`config.mk`:
```
export PLATFORM = sky130hd
export DESIGN_NAME = wb_trace_buffer
export DESIGN_NICKNAME = d
export VERILOG_FILES = /design/src/rtl/cpu_pkg.sv /design/src/rtl/wb_trace_buffer_trace_fifo.sv /design/src/rtl/wb_trace_buffer.sv
export SDC_FILE = /design/constraint.sdc
export NUM_CORES = 1
export LEC_CHECK = 0
export CORE_MARGIN = 2
export CORE_UTILIZATION = 60
export CTS_CLUSTER_DIAMETER = 50
export CTS_CLUSTER_SIZE = 8
export DETAILED_ROUTE_END_ITERATION = 16
export GPL_ROUTABILITY_DRIVEN = 0
export HOLD_SLACK_MARGIN = 0.15
export PLACE_DENSITY = 0.85
export SYNTH_ARGS = -nofsm -noshare
export SYNTH_HDL_FRONTEND = slang
export SYNTH_SLANG_ARGS = --single-unit
```
`constraint.sdc`:
```
create_clock -name clk -period 12.8 [get_ports clk]
set_clock_uncertainty 0.15 [all_clocks]
set_input_delay 3.84 -clock clk [delete_from_list [all_inputs] [get_ports clk]]
set_output_delay 3.84 -clock clk [all_outputs]
set_load 0.01 [all_outputs]
```
`src/rtl/cpu_pkg.sv`:
```
// -----------------------------------------------------------------------------
// cpu_pkg
// Shared constants and the trace record type used by the writeback trace buffer.
//   XLEN         - data/PC width
//   REG_AW       - register index width
//   TRACE_DROP_W - width of the saturating drop counter
//   trace_rec_t  - one captured commit {pc, rd, value[, ts]}
// Optional: WB_TRACE_TS_EN adds a capture timestamp field to trace_rec_t.
// -----------------------------------------------------------------------------
package cpu_pkg;

  localparam int XLEN         = 32;
  localparam int REG_AW       = 5;
  localparam int TRACE_DROP_W = 16;

  typedef struct packed {
    logic [XLEN-1:0]   pc;
    logic [REG_AW-1:0] rd;     // destination register ('reg' is a keyword)
    logic [XLEN-1:0]   value;
`ifdef WB_TRACE_TS_EN
    logic [XLEN-1:0]   ts;     // free-running cycle count at capture
`endif
  } trace_rec_t;

endpackage

```
`src/rtl/wb_trace_buffer_trace_fifo.sv`:
```
// -----------------------------------------------------------------------------
// trace_fifo
// Generic synchronous FIFO, register-array storage, MSB-wrap pointers.
// Ports:
//   clk, rst        - clock, asynchronous active-high reset
//   flush           - synchronous clear; overrides push/pop
//   push, wr_data   - write request (caller guarantees room or same-cycle pop)
//   pop             - read request (caller guarantees non-empty)
//   rd_data         - head entry (combinational from storage)
//   full, empty     - occupancy flags
//   level           - current occupancy, 0..DEPTH
// -----------------------------------------------------------------------------
module trace_fifo #(
  parameter int WIDTH = 8,
  parameter int DEPTH = 16,
  parameter int AW    = $clog2(DEPTH)
) (
  input  logic             clk,
  input  logic             rst,
  input  logic             flush,
  input  logic             push,
  input  logic [WIDTH-1:0] wr_data,
  input  logic             pop,
  output logic [WIDTH-1:0] rd_data,
  output logic             full,
  output logic             empty,
  output logic [AW:0]      level
);

  logic [WIDTH-1:0] mem [DEPTH];
  logic [AW:0]      wr_ptr_q, wr_ptr_d;
  logic [AW:0]      rd_ptr_q, rd_ptr_d;

  always_comb begin
    wr_ptr_d = wr_ptr_q;
    rd_ptr_d = rd_ptr_q;
    if (flush) begin
      wr_ptr_d = '0;
      rd_ptr_d = '0;
    end else begin
      if (push) wr_ptr_d = wr_ptr_q + 1'b1;
      if (pop)  rd_ptr_d = rd_ptr_q + 1'b1;
    end
  end

  // NOTE: sequential state uses non-blocking assignments so every flop samples
  // the pre-edge values of the others.
  always_ff @(posedge clk or posedge rst) begin
    if (rst) begin
      wr_ptr_q <= '0;
      rd_ptr_q <= '0;
    end else begin
      wr_ptr_q <= wr_ptr_d;
      rd_ptr_q <= rd_ptr_d;
    end
  end

  // NOTE: storage has no reset; the pointers alone define which entries are
  // valid, and leaving the array unreset lets it map onto plain registers/RAM.
  always_ff @(posedge clk) begin
    if (push && !flush) mem[wr_ptr_q[AW-1:0]] <= wr_data;
  end

  // Full-with-pop writes into the slot being read this cycle; the read sees the
  // old entry, the write lands at the edge.
  assign rd_data = mem[rd_ptr_q[AW-1:0]];
  assign empty   = (wr_ptr_q == rd_ptr_q);
  assign full    = (wr_ptr_q[AW-1:0] == rd_ptr_q[AW-1:0]) &&
                   (wr_ptr_q[AW] != rd_ptr_q[AW]);
  assign level   = wr_ptr_q - rd_ptr_q;

endmodule

```
`src/rtl/wb_trace_buffer.sv`:
```
// -----------------------------------------------------------------------------
// wb_trace_buffer
// Captures qualifying CPU register-writeback commits into a FIFO and drains
// them to a trace sink over a valid/ready stream, with commit/drop/high-water
// statistics.
// Ports:
//   clk, rst                  - clock, asynchronous active-high reset
//   trace_en                  - capture enable (level)
//   flush                     - one-cycle synchronous clear
//   wb_have_inst/ena/pc/reg/value - CPU writeback debug inputs
//   out_valid/ready/pc/reg/value  - head-of-FIFO stream to the sink
//   level, high_water         - occupancy and its maximum since reset/flush
//   commit_cnt                - qualifying commits seen (wraps)
//   drop_cnt, overflow        - commits lost to a full FIFO (saturating), sticky flag
// Optional (macro WB_TRACE_TS_EN): out_ts, head entry's capture cycle.
// -----------------------------------------------------------------------------
module wb_trace_buffer
  import cpu_pkg::*;
#(
  parameter int DEPTH   = 16,
  parameter int AW      = 4,
  parameter int SKIP_X0 = 1
) (
  input  logic                    clk,
  input  logic                    rst,
  input  logic                    trace_en,
  input  logic                    flush,
  input  logic                    wb_have_inst,
  input  logic                    wb_ena,
  input  logic [XLEN-1:0]         wb_pc,
  input  logic [REG_AW-1:0]       wb_reg,
  input  logic [XLEN-1:0]         wb_value,
  output logic                    out_valid,
  input  logic                    out_ready,
  output logic [XLEN-1:0]         out_pc,
  output logic [REG_AW-1:0]       out_reg,
  output logic [XLEN-1:0]         out_value,
  output logic [AW:0]             level,
  output logic [AW:0]             high_water,
  output logic [31:0]             commit_cnt,
  output logic [TRACE_DROP_W-1:0] drop_cnt,
  output logic                    overflow
`ifdef WB_TRACE_TS_EN
  ,
  output logic [XLEN-1:0]         out_ts
`endif
);

  trace_rec_t wr_rec, rd_rec, head_rec;
  logic       qualify, push, pop, drop, full, empty;
  logic [AW:0] level_d;

  logic [AW:0]             high_water_q, high_water_d;
  logic [31:0]             commit_cnt_q, commit_cnt_d;
  logic [TRACE_DROP_W-1:0] drop_cnt_q, drop_cnt_d;
  logic                    overflow_q, overflow_d;

  assign qualify = trace_en && wb_have_inst && wb_ena &&
                   !((SKIP_X0 != 0) && (wb_reg == '0));
  assign pop     = out_valid && out_ready;
  // A full FIFO still accepts a commit when the head leaves in the same cycle.
  assign push    = qualify && (!full || pop);
  assign drop    = qualify && full && !pop && !flush;

`ifdef WB_TRACE_TS_EN
  logic [XLEN-1:0] ts_q, ts_d;
  assign ts_d = ts_q + 1'b1;   // free-running; flush deliberately leaves it alone
  always_ff @(posedge clk or posedge rst) begin
    if (rst) ts_q <= '0;
    else     ts_q <= ts_d;
  end
`endif

  always_comb begin
    wr_rec       = '0;
    wr_rec.pc    = wb_pc;
    wr_rec.rd    = wb_reg;
    wr_rec.value = wb_value;
`ifdef WB_TRACE_TS_EN
    wr_rec.ts    = ts_q;
`endif
  end

  trace_fifo #(
    .WIDTH ($bits(trace_rec_t)),
    .DEPTH (DEPTH),
    .AW    (AW)
  ) u_fifo (
    .clk     (clk),
    .rst     (rst),
    .flush   (flush),
    .push    (push),
    .wr_data (wr_rec),
    .pop     (pop),
    .rd_data (rd_rec),
    .full    (full),
    .empty   (empty),
    .level   (level)
  );

  // Head fields read as zero while empty, so reset forces out_* to 0 at once
  // without resetting the storage.
  assign head_rec  = empty ? '0 : rd_rec;
  assign out_valid = !empty;
  assign out_pc    = head_rec.pc;
  assign out_reg   = head_rec.rd;
  assign out_value = head_rec.value;
`ifdef WB_TRACE_TS_EN
  assign out_ts    = head_rec.ts;
`endif

  always_comb begin
    level_d      = level + {{AW{1'b0}}, push} - {{AW{1'b0}}, pop};
    commit_cnt_d = commit_cnt_q + {31'd0, qualify};  // counted even when flushed
    high_water_d = high_water_q;
    drop_cnt_d   = drop_cnt_q;
    overflow_d   = overflow_q;
    if (flush) begin
      level_d      = '0;
      high_water_d = '0;
      drop_cnt_d   = '0;
      overflow_d   = 1'b0;
    end else begin
      if (level_d > high_water_q) high_water_d = level_d;
      if (drop) begin
        overflow_d = 1'b1;
        if (drop_cnt_q != '1) drop_cnt_d = drop_cnt_q + 1'b1;
      end
    end
  end

  always_ff @(posedge clk or posedge rst) begin
    if (rst) begin
      high_water_q <= '0;
      commit_cnt_q <= '0;
      drop_cnt_q   <= '0;
      overflow_q   <= 1'b0;
    end else begin
      high_water_q <= high_water_d;
      commit_cnt_q <= commit_cnt_d;
      drop_cnt_q   <= drop_cnt_d;
      overflow_q   <= overflow_d;
    end
  end

  assign high_water = high_water_q;
  assign commit_cnt = commit_cnt_q;
  assign drop_cnt   = drop_cnt_q;
  assign overflow   = overflow_q;

endmodule

```
# Word level (Yosys, flattened, before mapping)
# Memories as Yosys holds them, arrays and structs flattened.
# Cells that the tools add are included.
# Widths: inputs -> output; s select.
dict set report totals {
  mem_bits_rw 1104
  inputBits 76
  elab_cells 56
  mem_count 1
  reg_bits 64
  output_inout_bits 129
}
# memory words width rd rd_ports_with_merged_regs write_ports line
set mem_list {}
lappend mem_list {u_fifo.mem 16 69 1 0 1 wb_trace_buffer_trace_fifo.sv:30} ;# logic [WIDTH-1:0] mem [DEPTH];
dict set report op_classes {
  n_eq_ne 4
  add_sub_neg 7
  reduce_logical 23
  order_cmp 1
  n_mux 14
}
# op count
set op_table {}
lappend op_table {{$mux 69} 1}
lappend op_table {{$mux 16} 3}
lappend op_table {{$add 32x1->32} 1}
lappend op_table {{$mux 5} 6}
lappend op_table {{$add 16x1->16 const B} 1}
lappend op_table {{$ne 16x16->1 const B} 1}
lappend op_table {{$add 5x1->5 const B} 2}
lappend op_table {{$logic_and 1x1->1} 10}
lappend op_table {{$reduce_bool 2->1} 5}
lappend op_table {{$add 5x1->5} 1}
lappend op_table {{$eq 5x5->1} 1}
lappend op_table {{$gt 5x5->1} 1}
lappend op_table {{$logic_not 1->1} 5}
lappend op_table {{$logic_not 5->1} 1}
lappend op_table {{$sub 5x1->5} 1}
lappend op_table {{$sub 5x5->5} 1}
lappend op_table {{$eq 4x4->1} 1}
lappend op_table {{$mux 1} 4}
lappend op_table {{$reduce_and 2->1} 1}
lappend op_table {{$logic_or 1x1->1} 1}
lappend op_table {{$ne 1x1->1} 1}

# Logic depth before layout (Yosys ltp)
# Gate-level depths: netlist of the first run.
dict set report logic_depth {
  depth_word 10
  ltp_mapped 23
}

# Cells and area by module
# Synthesis of the first run repeated with hierarchy kept, for this count alone.
dict set report hier_totals {
  cells_unflattened 2280
  hier_area_um2 45906.5
}
# mod n_inst seq_area_each_um2 cells_per_inst area_each_um2
set modules_own_cells {}
lappend modules_own_cells {trace_fifo 1 33402.0 1928 42655.9}
lappend modules_own_cells {wb_trace_buffer 1 1351.3 352 3250.6}

# Worst setup path after synthesis of the first run
# Ideal clock, no wire load.
dict set report synth_path {
  path_kind {input-to-reg}
  start {input port wb_ena}
  end {memory u_fifo.mem[0][0] (netlist name) (enable)}
  required_time_ns 11.984
  setup_time_ns 0.666
  path_buffers 1
  t_arrival_ns 11.260
  path_slack_ns 0.724
  path_stages 5
  path_cell_list {nand3_1 a21oi_1 clkbuf_1 nand2_1 nor4_1}
}
dict set report synth_between {
  elab_chain_len 6
}
# item line
set synth_rtl {}
lappend synth_rtl {{start: declaration} wb_trace_buffer.sv:29} ;# input logic wb_ena,
lappend synth_rtl {{$logic_and 1x1->1 (2 in a row)} wb_trace_buffer.sv:58} ;# assign qualify = trace_en && wb_have_inst && wb_ena &&
lappend synth_rtl {{$logic_and 1x1->1} wb_trace_buffer.sv:62} ;# assign push = qualify && (!full || pop);
lappend synth_rtl {{$logic_and 1x1->1} wb_trace_buffer_trace_fifo.sv:61} ;# if (push && !flush) mem[wr_ptr_q[AW-1:0]] <= wr_data;
lappend synth_rtl {{$mux 1} wb_trace_buffer_trace_fifo.sv:61}
lappend synth_rtl {{$mux 1 (not written as such)} wb_trace_buffer_trace_fifo.sv:61}
lappend synth_rtl {{end: declaration} wb_trace_buffer_trace_fifo.sv:30}
# No other way between the ends.

# Final worst setup path of the first run
dict set report layout_path {
  start {register u_fifo.rd_ptr_q[0]}
  end {output port out_value[26]}
}
dict set report layout_between {
  elab_chain_len 2
}
# item line
set layout_rtl {}
lappend layout_rtl {{start: declaration} wb_trace_buffer_trace_fifo.sv:32} ;# logic [AW:0] rd_ptr_q, rd_ptr_d;
lappend layout_rtl {{start signal: assignment} wb_trace_buffer_trace_fifo.sv:54} ;# rd_ptr_q <= rd_ptr_d;
lappend layout_rtl {{$mem_v2 16x69 or $eq 5x5->1 (tied branches)} --}
lappend layout_rtl {{$mux 69 *} wb_trace_buffer.sv:103} ;# assign head_rec = empty ? '0 : rd_rec;
lappend layout_rtl {{end: declaration} wb_trace_buffer.sv:37} ;# output logic [XLEN-1:0] out_value,
# Mark *: on every way between the ends. The rest lies on a longest branch, timed or not.

==> results.sh, run 1 <==
export IMPL_syn_area_mm2=0.0454
export IMPL_startpoint="u_fifo.rd_ptr_q[0]"
export IMPL_relSlewSlack_pct=17.6
export IMPL_die_h_um=279
export IMPL_viasPerCell=7.19
export IMPL_areaGrowthSynthToFinish_pct=17.2
export IMPL_ys_flop_type="edfxtp_1"
export IMPL_startpoint_type="flop"
export IMPL_ys_seq_area_share_pct=76.5
export IMPL_p_per_area_mw_per_mm2=170
export IMPL_layout_nets=2399
export IMPL_crit_required_ns=8.81
export IMPL_drc=0
export IMPL_initial_core_util_pct=60.8
export IMPL_layout_drive_gt1_share_pct=25.4
export IMPL_clkPwrFrac_pct=44.6
export IMPL_synth_top_family_by_area="multiplexers"
export IMPL_status="finished clean"
export IMPL_fin_crit_sh_pct=70.5
export IMPL_wl_met3_mm=12.6
export IMPL_pwr_share_seq_pct=46.9
export IMPL_routed_wl_met2_mm=63.8
export IMPL_switching_power_mw=2.04
export IMPL_finalSetupViolations=0
export IMPL_period_minus_slack_ns=9.02
export IMPL_clock_fmax_mhz=111
export IMPL_first_pass_iters=7
export IMPL_peakVddDrop_mv=0.120
export IMPL_clock_sinks=1168
export IMPL_cp_max_fo=100
export IMPL_p_leak_nw=16.8
export IMPL_clock_latency_ns=0.76
export IMPL_syn_avg_cell_area_um2=22.9
export IMPL_drt_wl_total_mm=124
export IMPL_numPortBuffers=204
export IMPL_yosysTopAreaCell="edfxtp_1"
export IMPL_synth_edf_count=1104
export IMPL_cts_tree="built"
export IMPL_yosys_area_share_adder_pct=0.666
export IMPL_top_layer="met5"
export IMPL_synth_compound_area_share_pct=0.699
export IMPL_p_int_mw=6.99
export IMPL_max_cap_viol_count=0
export IMPL_htreeDepth=4
export IMPL_wl_per_cell_um=37.2
export IMPL_synth_mux_area_fraction_pct=17.2
export IMPL_cts_resized=0
export IMPL_synth_cell_type_count=42
export IMPL_r2r_start="u_fifo.rd_ptr_q[2]"
export IMPL_path_class="reg2out"
export IMPL_holdBufCountCts=0
export IMPL_drt_met1_wl_mm=40.8
export IMPL_grt_pass1_vias=25303
export IMPL_synth_top_area_share_pct=73.0
export IMPL_cts_buffers=167
export IMPL_gr_total_overflow=0
export IMPL_switching_share_pct=22.6
export IMPL_arrival_ns=5.03
export IMPL_post_cts_buffers=0
export IMPL_pre_cts_ws_ns=3.93
export IMPL_clk_pin_slew_ns=0.05
export IMPL_vias=23889
export IMPL_die_area_mm2=0.0779
export IMPL_ys_async_sr_fraction_pct=5.48
export IMPL_place_hpwl_mm=56.0
export IMPL_worstHoldStart="commit_cnt[31]"
export IMPL_synth_simple_area_share_pct=2.75
export IMPL_fp_dieW_um=279
export IMPL_drtIter0Drc=3694
export IMPL_ctsLongestPathBuffers=3
export IMPL_antenna_found_initial=12
export IMPL_synth_xor_area_share_pct=0.848
export IMPL_grt_max_degree=116
export IMPL_yosysWarnings=0
export IMPL_synth_area_leaders="edfxtp_1, mux4_2, dfrtp_1"
export IMPL_setup_slack_ns=3.78
export IMPL_tns_ns=0
export IMPL_num_rows=100
export IMPL_num_io_pins=205
export IMPL_coreArea_mm2=0.0747
export IMPL_tightest_slew_ns=1.24
export IMPL_grt_use_total_pct=32.2
export IMPL_hold_viol_final=0
export IMPL_grt_pass1_wl_mm=176
export IMPL_ys_seq_elements=1168
export IMPL_p_comb_share_pct=8.6
export IMPL_postSynthCellCount=1985
export IMPL_rsz0062_at_grt="false"
export IMPL_fillers=3881
export IMPL_hold_path_class="reg2reg"
export IMPL_cp_end_kind="primary output"
export IMPL_clk_root_buffer_cell="clkbuf_16"
export IMPL_maxSlewViolCount=0
export IMPL_syn_nets=2084
export IMPL_drtAntennaViolNets=0
==> worst paths after layout <==
kind | to | slack, ns | cells past startpoint
max | out_value[26] | 3.78 | 6
min | commit_cnt[31] | 0.32 | 1
max reg2reg | high_water[4] | 6.63 | 20
min reg2reg | commit_cnt[31] | 0.32 | 1
max in group asynchronous | u_fifo.rd_ptr_q[0] | 8.34 | 3
min in group asynchronous | drop_cnt[1] | 3.55 | 3
==> state kept, by name, indices dropped and copies added, names as in the netlist <==
signal,flops
commit_cnt,32
u_fifo.mem,1104
overflow,1
u_fifo.rd_ptr_q,5
u_fifo.wr_ptr_q,5
drop_cnt,16
high_water,5
==> worst max-delay path: stages, from the launching register on <==
cell and delay [ns]:
dfrtp_4 0.86, buf_4 0.76, buf_12 0.73, mux4_2 0.63, mux4_2 0.48, and2_1 0.21, clkdlybuf4s50_1 0.51
==> synth_stat cells, drive strengths merged (2+ instances only) <==
master and n:
edfxtp 1104, mux4 345, and2 70, dfrtp 64, clkbuf 60, nor2 39
buf 35, nand2 26, nand3 25, xnor2 25, inv 24, a21oi 22
ha 21, xor2 19, o21ai 17, or3 17, nand4 16, and3 9
and4 6, nor3 6, mux2i 5, nor4 5, a21o 3, nor2b 3
a211oi 2, fa 2, nand4b 2, o2111ai 2, o21a 2, o31ai 2
==> per-stage QoR <==
| stage | total power, mW | area [um^2] | util (%) | hold slack (ns) | cells |
|---|---|---|---|---|---|
| floorplan | 4.78 | 45400 | - | 0.354 | 1985 |
| global placement | 5.01 | 48600 | 65.1 | 0.310 | 3100 |
| detailed placement | 5.05 | 48600 | 65.1 | 0.322 | 3100 |
| CTS | 9.04 | 53200 | 71.3 | 0.328 | 3312 |
| global route | 9.23 | 53200 | 71.3 | 0.345 | 3319 |
| finish | 9.03 | 53300 | 71.3 | 0.325 | 3323 |
==> layout make-up <==
type                    count  area (um^2)  share of cell area (%)
flip-flops and latches   1168        34800                    65.3
multi-input cells         698        10200                    19.1
well taps                 969         1210                    2.28
inverters                  24         92.6                   0.174
clock inverters            20          299                   0.561
clock buffers             192         4330                    8.12
repair buffers            241         2340                    4.40
diodes                     11         27.5                  0.0517
==> cell usage in the layout, fill, tap and decap left out, types with 11 or more instances in the layout <==
master and instances:
nand3_1 25, clkdlybuf4s50_1 204, or3_1 17, nor2_1 27, clkbuf_16 169, xnor2_1 25
nand4_1 16, diode_2 11, inv_1 22, nor2_4 12, and2_1 70, ha_1 21
nand2_1 25, xor2_1 19, buf_4 35, clkbuf_1 22, a21oi_1 22, o21ai_0 17
mux4_2 345, dfrtp_1 61, edfxtp_1 1104
==> per-layer routing <==
metal,track usage (%),vias to the layer above
met2,53.2,2104
met4,18.0,8
met3,7.20,389
met5,0,-
li1,-,8951
met1,39.8,12437
==> logic make-up (layout without fill, tap and decap cells) <==
family / Yosys count / in the layout
AND/OR/NAND/NOR: 227 / 227
multiplexers: 350 / 350
buffers and inverters: 119 / 477
XOR/XNOR: 44 / 44
AO/OA/AOI/OAI: 54 / 54
adder cells (fa/ha/maj): 23 / 23
flip-flops: 1168 / 1168
other: 0 / 11
==> power by group through the flow <==
stage / combinational [mW] / clock, mW / sequential, mW
floorplan: 0.483 / 0 / 4.30
global placement: 0.712 / 0 / 4.30
detailed placement: 0.744 / 0 / 4.30
CTS: 0.771 / 4.04 / 4.23
global route: 0.817 / 4.19 / 4.23
finish: 0.773 / 4.03 / 4.23
No activity file was read; power rests on OpenSTA's default activity.
==> run 2: changes to the inputs <==
--- a/config.mk
+++ b/config.mk
@@ -6,13 +6,13 @@
 export NUM_CORES = 1
 export LEC_CHECK = 0
 export CORE_MARGIN = 2
-export CORE_UTILIZATION = 60
+export CORE_UTILIZATION = 54
 export CTS_CLUSTER_DIAMETER = 50
 export CTS_CLUSTER_SIZE = 8
 export DETAILED_ROUTE_END_ITERATION = 16
 export GPL_ROUTABILITY_DRIVEN = 0
 export HOLD_SLACK_MARGIN = 0.15
-export PLACE_DENSITY = 0.85
+export PLACE_DENSITY = 0.81
 export SYNTH_ARGS = -nofsm -noshare
 export SYNTH_HDL_FRONTEND = slang
 export SYNTH_SLANG_ARGS = --single-unit
==> constraint.sdc (replaced) <==
create_clock -name clk -period 7.5 [get_ports clk]
set_clock_uncertainty 0.15 [all_clocks]
set_input_delay 2.25 -clock clk [delete_from_list [all_inputs] [get_ports clk]]
set_output_delay 2.25 -clock clk [all_outputs]
set_load 0.01 [all_outputs]
==> run 2 against run 1 <==
Net effect:
- final area increased by 0.96%
- sequential share of layout area fell by 0.62 points
- first-iteration DRC count is 39% lower
- clock power increased by 68%
- largest cell class unchanged
- highest routed layer unchanged
==> results.sh, run 2 (synthesized netlist as in run 1, its figures left out) <==
export IMPL_cp_max_fo=35
export IMPL_grt_use_met1_pct=32.6
export IMPL_grt_use_total_pct=25.4
export IMPL_drt_wl_total_mm=107
export IMPL_p_leak_nw=17.0
export IMPL_cpPeakStageDelay_ns=0.92
export IMPL_rsz0062_at_grt="false"
export IMPL_initial_core_util_pct=54.5
export IMPL_crit_required_ns=5.10
export IMPL_first_pass_iters=5
export IMPL_ctsLongestPathBuffers=3
export IMPL_drtIter0Drc=2249
export IMPL_antenna_found_initial=13
export IMPL_cts_resized=0
export IMPL_clock_latency_ns=0.73
export IMPL_placed_cells=3229
export IMPL_status="finished clean"
export IMPL_clk_pin_slew_ns=0.05
export IMPL_viasPerCell=6.43
export IMPL_layout_common_cells="edfxtp_1, mux4_2, clkdlybuf4s50_1"
export IMPL_numPortBuffers=204
export IMPL_holdBufCountCts=0
export IMPL_hold_path_class="reg2reg"
export IMPL_cts_tree="built"
export IMPL_maxSlewViolCount=0
export IMPL_clock_fmax_mhz=150
export IMPL_cts_buffers=167
export IMPL_post_cts_buffers=0
export IMPL_largest_reg_flops=1104
export IMPL_peakVddDrop_mv=0.219
export IMPL_vias=22139
export IMPL_final_common_cell="edfxtp_1"
export IMPL_areaGrowthSynthToFinish_pct=18.3
export IMPL_drtAntennaViolNets=0
export IMPL_grt_pass1_wl_mm=158
export IMPL_startpoint_type="flop"
export IMPL_use_met2_pct=43.6
export IMPL_fp_dieW_um=294
export IMPL_coreArea_mm2=0.0834
export IMPL_arrival_ns=4.29
export IMPL_die_h_um=294
export IMPL_fillers=5164
export IMPL_p_per_area_mw_per_mm2=284
export IMPL_drc=0
export IMPL_fin_area_mm2=0.0538
export IMPL_grt_busiest_layer="met2"
export IMPL_tightest_slew_ns=1.07
export IMPL_finalSetupViolations=0
export IMPL_clk_root_buffer_cell="clkbuf_16"
export IMPL_clock_sinks=1168
export IMPL_gr_total_overflow=0
export IMPL_grt_max_degree=143
export IMPL_num_rows=106
export IMPL_fin_crit_sh_pct=89.2
export IMPL_finalNonFillerCells=3445
export IMPL_max_cap_viol_count=0
export IMPL_cp_end_kind="primary output"
export IMPL_path_cells="inv_1 > ha_1 > and4_1 > nand2_2 > buf_4 > and2_1 > clkdlybuf4s50_1"
export IMPL_htreeDepth=4
export IMPL_layout_drive_gt1_share_pct=26.1
export IMPL_period_minus_slack_ns=6.69
export IMPL_layout_nets=2417
export IMPL_relSlewSlack_pct=28.4
export IMPL_postPlaceCellArea_mm2=0.0490
export IMPL_hold_viol_final=0
export IMPL_critPathSlowestCell="dfrtp_4"
export IMPL_num_io_pins=205
export IMPL_place_hpwl_mm=51.1
export IMPL_die_area_mm2=0.0865
export IMPL_path_class="reg2out"
export IMPL_grt_pass1_vias=23792
export IMPL_gr_usage_met3_pct=4.77
export IMPL_hold_ws_ns=0.332
export IMPL_wl_per_cell_um=31.1
[run 2: cell types whose count changed in the layout (fill, tap and decap cells not counted), moves of 4 or more]
cell | previous run | this run
nor4_2 | 4 | 0
clkinv_16 | 2 | 7
buf_12 | 2 | 12
nor4_4 | 0 | 4
clkbuf_1 | 22 | 15
buf_4 | 35 | 43
[run 2: final timing paths]
kind,start,to,slack [ns],cells after the start
max in group asynchronous,rst,u_fifo.rd_ptr_q[0],4.62,3
max reg2reg,u_fifo.rd_ptr_q[2],high_water[4],1.66,21
min,commit_cnt[31],commit_cnt[31],0.33,1
min reg2reg,commit_cnt[31],commit_cnt[31],0.33,1
max,u_fifo.rd_ptr_q[2],out_pc[12],0.81,7
min in group asynchronous,rst,commit_cnt[10],1.94,3
[run 2: per-stage QoR]
stage | worst slack [ns] | total power, mW | util (%) | setup TNS (ns)
floorplan | -0.122 | 8.15 | - | -33.76
global placement | 0.503 | 8.59 | 58.8 | 0
detailed placement | 0.356 | 8.63 | 58.8 | 0
CTS | 0.756 | 15.4 | 64.4 | 0
global route | 0.659 | 15.7 | 64.4 | 0
finish | 0.812 | 15.3 | 64.5 | 0
[run 2: power breakdown]
part / switching (mW) / internal (mW)
clock: 2.66 / 4.12
combinational: 0.614 / 0.676
sequential: 0.0390 / 7.18
[run 2: critical path: cells and delay by family (launching register included)]
family / cells / cell delay [ns]
buffers and inverters: 3 / 1.09
adders and majority gates: 1 / 0.42
and+or+nand+nor: 3 / 1.11
DFF: 1 / 0.92
[run 2: final cells by class]
type	instances	area [um^2]	share of cell area (%)
Timing Repair Buffer	259	2610	4.84
Clock inverter	19	409	0.761
Multi-Input combinational cell	698	10200	19.0
Clock buffer	184	4290	7.97
Sequential cell	1168	34800	64.7
Tap cell	1080	1350	2.51
Inverter	24	92.6	0.172
Antenna cell	13	32.5	0.0605
[run 2: routing by layer]
metal  routed length (um)  vias up
li1                     -     8980
met1                39500    11799
met3                 7420      204
met4                 2950        6
met5                   42        -
met2                57100     1150
